==> config.mk <==
export PLATFORM = sky130hd
export DESIGN_NAME = btn_irq_ctrl
export DESIGN_NICKNAME = d
export VERILOG_FILES = /design/src/rtl/btn_irq_ctrl.sv
export SDC_FILE = /design/constraint.sdc
export NUM_CORES = 1
export LEC_CHECK = 0
export CORE_UTILIZATION = 47
export CTS_BUF_LIST = sky130_fd_sc_hd__clkbuf_2
export DETAILED_ROUTE_END_ITERATION = 12
export PLACE_DENSITY_LB_ADDON = 0.05
export SETUP_SLACK_MARGIN = 0.05
export SKIP_LAST_GASP = 1
export SLEW_MARGIN = 5
export SYNTH_ARGS = -nofsm -noshare
export SYNTH_HDL_FRONTEND = slang
export SYNTH_SLANG_ARGS = --single-unit
==> constraint.sdc <==
create_clock -name clk_50MHz -period 2 [get_ports clk_50MHz]
set_input_delay 0.6 -clock clk_50MHz [delete_from_list [all_inputs] [get_ports clk_50MHz]]
set_output_delay 0.6 -clock clk_50MHz [all_outputs]
set_load 0.005 [all_outputs]
==> src/rtl/btn_irq_ctrl.sv <==
// btn_irq_ctrl
// Interrupt front end for the debounced push buttons. Each single-cycle press
// tick is caught in a sticky pending bit. One enabled pending source is
// arbitrated and presented to the RISC handler as a request plus source ID.
// The request is held until the handler acknowledges it, which clears that
// source's pending bit. A press that arrives while the source is still pending
// is recorded as an overrun.
//
// Ports:
//   clk_50MHz  in   system clock
//   rst_n      in   asynchronous active-low reset
//   db_tick_i  in   [NUM_SRC] debounced press ticks, one cycle wide
//   irq_en_i   in   [NUM_SRC] per-source request enable
//   irq_ack_i  in   handler acknowledge (level)
//   ovr_clr_i  in   one-cycle pulse, clears every overrun flag
//   irq_o      out  interrupt request
//   irq_id_o   out  [ID_W] requesting source, valid while irq_o=1
//   pend_o     out  [NUM_SRC] raw pending bits (not masked)
//   ovr_o      out  [NUM_SRC] sticky overrun flags
//
// Build option:
//   BTN_IRQ_ROUND_ROBIN_EN - round-robin arbitration using a last-grant pointer.
//                            When undefined, the lowest pending index wins.

module btn_irq_ctrl #(
    parameter int NUM_SRC = 4,
    parameter int ID_W    = 2
) (
    input  logic               clk_50MHz,
    input  logic               rst_n,
    input  logic [NUM_SRC-1:0] db_tick_i,
    input  logic [NUM_SRC-1:0] irq_en_i,
    input  logic               irq_ack_i,
    input  logic               ovr_clr_i,
    output logic               irq_o,
    output logic [ID_W-1:0]    irq_id_o,
    output logic [NUM_SRC-1:0] pend_o,
    output logic [NUM_SRC-1:0] ovr_o
);

    localparam logic [1:0] ST_IDLE = 2'd0;
    localparam logic [1:0] ST_REQ  = 2'd1;
    localparam logic [1:0] ST_HOLD = 2'd2;

    logic [1:0]         state_q, state_d;
    logic               irq_q, irq_d;
    logic [ID_W-1:0]    id_q, id_d;
    logic [NUM_SRC-1:0] pend_q, pend_d;
    logic [NUM_SRC-1:0] ovr_q, ovr_d;
    logic               ack_q;

    logic [NUM_SRC-1:0] req_vec;
    logic [NUM_SRC-1:0] clr_vec;
    logic [ID_W-1:0]    win_id;
    logic               ack_rise;
    logic               served;

    assign req_vec = pend_q & irq_en_i;

    // Only a fresh rising ack consumes a request: an ack that was already high
    // when the request appeared belongs to an earlier (or spurious) cycle.
    assign ack_rise = irq_ack_i & ~ack_q;
    assign served   = (state_q == ST_REQ) & ack_rise;

    always_comb begin
        clr_vec = '0;
        for (int k = 0; k < NUM_SRC; k++) begin
            clr_vec[k] = served & (id_q == ID_W'(k));
        end
    end

`ifdef BTN_IRQ_ROUND_ROBIN_EN
    logic [ID_W-1:0] ptr_q, ptr_d;

    // Pick the requester nearest after the last grant, measured as a
    // circular distance starting at ptr+1.
    always_comb begin
        int dist;
        int best;
        win_id = '0;
        best   = NUM_SRC;
        dist   = 0;
        for (int k = 0; k < NUM_SRC; k++) begin
            dist = k - int'(ptr_q) - 1;
            if (dist < 0) begin
                dist = dist + NUM_SRC;
            end
            if (req_vec[k] && (dist < best)) begin
                best   = dist;
                win_id = ID_W'(k);
            end
        end
    end

    always_comb begin
        ptr_d = ptr_q;
        if ((state_q == ST_IDLE) && (|req_vec)) begin
            ptr_d = win_id;
        end
    end

    always_ff @(posedge clk_50MHz or negedge rst_n) begin
        if (!rst_n) begin
            ptr_q <= '0;
        end else begin
            ptr_q <= ptr_d;
        end
    end
`else
    // Descending scan so the lowest requesting index is the final assignment.
    always_comb begin
        win_id = '0;
        for (int k = NUM_SRC - 1; k >= 0; k--) begin
            if (req_vec[k]) begin
                win_id = ID_W'(k);
            end
        end
    end
`endif

    always_comb begin
        state_d = state_q;
        irq_d   = irq_q;
        id_d    = id_q;
        case (state_q)
            ST_IDLE: begin
                if (|req_vec) begin
                    irq_d   = 1'b1;
                    id_d    = win_id;
                    state_d = ST_REQ;
                end
            end
            ST_REQ: begin
                if (served) begin
                    irq_d   = 1'b0;
                    state_d = ST_HOLD;
                end
            end
            ST_HOLD: begin
                // Wait for the handler to release ack so one long ack cannot
                // retire a second request.
                if (!irq_ack_i) begin
                    state_d = ST_IDLE;
                end
            end
            default: begin
                irq_d   = 1'b0;
                state_d = ST_IDLE;
            end
        endcase
    end

    // A tick on the source being cleared re-arms it without counting as overrun.
    always_comb begin
        pend_d = (pend_q & ~clr_vec) | db_tick_i;
        ovr_d  = (ovr_clr_i ? '0 : ovr_q) | (db_tick_i & pend_q & ~clr_vec);
    end

    always_ff @(posedge clk_50MHz or negedge rst_n) begin
        if (!rst_n) begin
            state_q <= ST_IDLE;
            irq_q   <= 1'b0;
            id_q    <= '0;
            pend_q  <= '0;
            ovr_q   <= '0;
            ack_q   <= 1'b0;
        end else begin
            state_q <= state_d;
            irq_q   <= irq_d;
            id_q    <= id_d;
            pend_q  <= pend_d;
            ovr_q   <= ovr_d;
            ack_q   <= irq_ack_i;
        end
    end

    assign irq_o    = irq_q;
    assign irq_id_o = id_q;
    assign pend_o   = pend_q;
    assign ovr_o    = ovr_q;

endmodule

==> impl_results.md, run 1 <==
- Vias: 532
- Arr. time, crit path: 1.26 ns
- Unique masters post-synth: 20
- # IOs: 23
- Worst skew pair latency: 0.26 ns
- Top-count cell post-synth: dfrtp_1
- Post-CTS Hold Buffers: 0
- Post-route DRC: 0
- DP Worst Slack: 0.00288 ns
- Worst min path class: flip-flop to flip-flop
- First-pass GRT wire length: 2.28 mm
- Async S/R FF share, synth: 100%
- P&R area growth vs syn: 42.4%
- Sequential share of the synthesized area: 57.1%
- Number of enable flip-flop cells after synthesis: 0
- Yosys warns: 0
- Critical path's top delay family: buffers and inverters
- Worst rel slew slack: 75.6%
- Mapped Cells: 52
- Worst VDD drop: 0.495 mV
- Total leakage power: 0.357 nW
- Postcts setup bufs: 0
- Syn Area/Cell: 11.8 µm²
- CTS tree: built
- Outcome: complete, no violations
- Cell area after layout: 873 µm²
- Ranking of synthesized cells by area: dfrtp_1 57%, a32o_1 6.5%, a21oi_1 4.9%
- Clock Skews: 0.00184 ns
- Worst-path cell chain: clkdlybuf4s50_1
- Slowest cell on crit path: clkdlybuf4s50_1
- Hpwl dp: 1.04 mm
- Total Wirelength: 1.34 mm
- #FFs+latches synth: 14
- Antenna violations before repair: 0
- Final Critical Period: 1.86 ns
- Ys flop type: dfrtp_1
- Global route overflow: 0
- Worst-margin pin slew: 0.365 ns
- ANT nets after route: 0
- Fraction of layout cells with a size suffix above 1: 7.69%
- Power Density: 813 nW/µm²
- Core region area: 1160 µm²
- Number of antenna diodes: 0
- Buffers and inverters on the worst path: 1
- Synth top area share: 57.1%
- Area leader, netlist: dfrtp_1
- Worst setup margin: 0.139 ns
- Most frequent cells after synthesis: 14 x dfrtp_1, 6 x a21oi_1, 4 x a32o_1, 4 x nand2_1
- Routed WL per cell: 14.6 µm
- Worst endpoint required time: 1.40 ns
- Post-CTS resize count: 0
- DRT iter0 DRCs: 7
- Max cap viols: 0
- Initial core utilization: 53.0%
- Largest net degree at the start of global routing: 9
- Rows: 12
- Clk pin slew, worst setup/hold paths: 0.12 ns
- Critical path class: flip-flop to primary output
- GRT Total Usage: 23.3%
- Chip height: 38.1 µm
- Startpoint Class: flip-flop
- Max clock buf depth: 2
- Nets@finish: 92
- Die width: 38.1 µm
- Fin. Hold Viols: 0
- CP Capture Type: primary output
- Critical Path Max Stage Delay: 0.55 ns
- Final Max Tran Viols: 0
- Final-report setup violation count: 0
- DRT Pass-1 Iters: 4
- DP Area: 858 µm²
- Sink Count: 14
- GP Congestion: 0.710
- Period utilization: 93.0%
- Die ar.: 1450 µm²
- Unrepaired setup endpoints after global routing: no
- F_max: 537 MHz
- Synth Net Count: 64
- CTS Root Cell: clkbuf_2
- H-tree levels: 1
- CTS Buf Count: 3
- Vias in the first global route: 522
- Port Buf Inserts: 22
- Post-synthesis cell area: 613 µm²
- Worst-path fanout max: 6
- Vias per inst: 5.78
- Setup TNS Final: 0 ns
-- flip-flops by register name, summed over array words and instances, names as in the netlist --
| signal | count |
|---|---|
| ovr_o | 4 |
| pend_o | 4 |
| irq_id_o | 2 |
| state_q | 2 |
| ack_q | 1 |
| irq_o | 1 |
-- metrics by stage --
step                total power, mW  instances  hold slack [ns]  util [%]
global placement              0.586         89            0.474      74.2
CTS                           0.717         92            0.506      75.5
detailed placement            0.594         89            0.478      74.2
global route                  0.759         92            0.527      75.5
floorplan                     0.457         52            0.304         -
finish                        0.710         92            0.501      75.5
-- layout by cell type, fill, tap and decap left out, types with 2 or more instances in the layout --
cell and n:
nor3b_1 3, a221o_1 2, a22o_1 2, dfrtp_1 14, a21oi_1 6, a32o_1 4
nor2b_1 2, clkdlybuf4s50_1 22, clkbuf_2 3, inv_1 3, a21o_1 2, nand2_1 4
-- path summary, 6_finish.rpt --
path	slack [ns]	endpoint	cells past startpoint	startpoint
max reg2reg	0.61	ovr_o[0]	3	state_q[1]
max	0.14	irq_id_o[0]	1	irq_id_o[0]
min in group asynchronous	0.60	ack_q	1	rst_n
min	0.50	ovr_o[0]	1	ovr_o[0]
min reg2reg	0.50	ovr_o[0]	1	ovr_o[0]
max in group asynchronous	0.97	ovr_o[0]	2	rst_n
-- layer usage --
layer,up-vias,wire (µm),global-route usage (%)
li1,250,-,-
met1,262,610,32.4
met2,20,661,35.6
met3,0,72,3.49
met4,0,0,10.7
met5,-,0,0
-- cell type report --
type                            count  area (µm²)
Multi-Input combinational cell     35         251
Clock buffer                        3        15.0
Fill cell                          91         283
Sequential cell                    14         350
Timing Repair Buffer               23         228
Tap cell                           14        17.5
Inverter                            3        11.3
-- cell families (layout without fill, tap and decap cells) --
logic type	after synthesis	count (layout)	synth area share, %
simple gates	15	15	15.7
compound gates	20	20	25.3
buf+inv	3	29	1.84
flops	14	14	57.1
-- where the power goes --
part           switching [mW]  internal [mW]
Clock                  0.0807         0.0409
Sequential             0.0534          0.328
Combinational          0.0708          0.136
Total                   0.205          0.506
No activity file was read; power rests on OpenSTA's default activity.
==> run 2: changes to the inputs <==
ABC_CLOCK_PERIOD_IN_PS = 2000   (was unset)
CAP_MARGIN = 5   (was unset)
==> results of run 2 <==
Same layout as run 1: the final DEF is identical, and so are final timing and power.
==> RTL edit (config.mk and constraints of run 1) <==
Set the parameter `NUM_SRC` to 5 (it was 4).
--- a/src/rtl/btn_irq_ctrl.sv
+++ b/src/rtl/btn_irq_ctrl.sv
@@ -23,7 +23,7 @@
 //                            When undefined, the lowest pending index wins.
 
 module btn_irq_ctrl #(
-    parameter int NUM_SRC = 4,
+    parameter int NUM_SRC = 5,
     parameter int ID_W    = 2
 ) (
     input  logic               clk_50MHz,
Ports: changed (resized db_tick_i, irq_en_i, ovr_o and pend_o); port bits go from 23 to 27. No check against the original RTL was run, so the function may have changed too.
==> RTL edit against run 1 <==
- sequential cell count up 2
- register-to-register slack worse by 0.24 ns
- area after synthesis up 14%
- via count up 18%
- total power up 11%
- critical path type unchanged
- cell area up 17%
- setup slack worse by 0.046 ns
- largest cell class unchanged
- routed wire length up 20%
==> RTL edit: results (changes against run 1) <==
.. list-table::
   :header-rows: 1

   * - Metric
     - Value
   * - Worst Setup Slack, final
     - 0.09302 ns (was 0.1391 ns)
   * - Number of nets at the end of the flow
     - 105 (was 92)
   * - Largest net degree at the start of global routing
     - 17 (was 9)
   * - Ratio of cells with drive above 1 in the final layout
     - 0.1333 (was 0.07692)
   * - Total track usage
     - 0.2356 (was 0.2332)
   * - Proportion of synthesized chip area in sequential cells
     - 0.5735 (was 0.5714)
   * - Met2 GRT Util
     - 0.3730 (was 0.3559)
   * - Internal power consumption
     - 561.9 uW (was 505.5 uW)
   * - Drt via density
     - 5.981 (was 5.783)
   * - Outcome
     - finished clean (unchanged)
   * - Leakage power of the design
     - 0.4034 nW (was 0.3569 nW)
   * - Rel. slew slack
     - 0.7402 (was 0.7562)
   * - Most frequent cells after synthesis
     - 16 x sky130_fd_sc_hd__dfrtp_1, 5 x sky130_fd_sc_hd__a32o_1, 4 x sky130_fd_sc_hd__nand3_1 (was 14 x sky130_fd_sc_hd__dfrtp_1, 6 x sky130_fd_sc_hd__a21oi_1, 4 x sky130_fd_sc_hd__a32o_1, 4 x sky130_fd_sc_hd__nand2_1)
   * - Wire length of the first global-routing pass
     - 2428 um (was 2277 um)
   * - GR Layer Usage met1
     - 0.2931 (was 0.3244)
   * - Setup slack after placement
     - -0.1467 ns (was 0.002875 ns)
   * - Termination of the worst setup path
     - pend_o[3] (was irq_id_o[0])
   * - Filler cell count
     - 97 (was 91)
   * - Worst setup startpoint
     - pend_o[3]$_DFF_PN0_ (was irq_id_o[0]$_DFFE_PN0P_)
   * - Count of input and output buffers
     - 26 (was 22)
   * - HPWL reported at the end of detailed placement
     - 1244 um (was 1039 um)
   * - Hold Crit Start
     - ovr_o[4]$_DFF_PN0_ (was ovr_o[0]$_DFF_PN0_)
   * - Data arrival at the endpoint of the critical path
     - 1.31 ns (was 1.26 ns)
   * - Min Hold Slack
     - 0.5063 ns (was 0.5014 ns)
   * - Most area-consuming cells after synthesis
     - sky130_fd_sc_hd__dfrtp_1 57%, sky130_fd_sc_hd__a32o_1 7.2%, sky130_fd_sc_hd__a21o_1 3.2%, sky130_fd_sc_hd__nand3_1 2.9%, sky130_fd_sc_hd__a21o_2 2.5% (was sky130_fd_sc_hd__dfrtp_1 57%, sky130_fd_sc_hd__a32o_1 6.5%, sky130_fd_sc_hd__a21oi_1 4.9%, sky130_fd_sc_hd__nor3b_1 3.7%, sky130_fd_sc_hd__a221o_1 3.3%)
   * - Insertion delay to the later sink of the worst-skew pair
     - 0.29 ns (was 0.26 ns)
   * - Clock Pin Slew Worst Setup and Hold Paths
     - 0.15 ns (was 0.12 ns)
## RTL edit: kinds of logic after synthesis
family          count (synthesis)  synth area share
flops                          16            0.5735
mux                             1           0.01434
compound gates                 22            0.2599
buf+inv                         2           0.01076
simple gates                   16            0.1416
## RTL edit: routing by layer
metal / routed length, um / part of all wire
met1: 764 / 0.47
met2: 720 / 0.45
met3: 102 / 0.063
met4: 21 / 0.013
met5: 0 / 0
## RTL edit: through the flow
step | power [mW] | cells | utilization
after global routing | 0.8314 | 105 | 0.7655
after global placement | 0.6409 | 101 | 0.7495
after floorplan | 0.5032 | 57 | -
after CTS | 0.7965 | 105 | 0.7636
after detailed placement | 0.6519 | 101 | 0.7495
final | 0.7916 | 105 | 0.7655
## RTL edit: area by class of cell
cell class	instances	area share
Clock buffer	3	0.01471
Clock inverter	1	0.003676
Inverter	2	0.007353
Multi-Input combinational cell	39	0.2843
Sequential cell	16	0.3946
Tap cell	15	0.01838
Timing Repair Buffer	29	0.2770
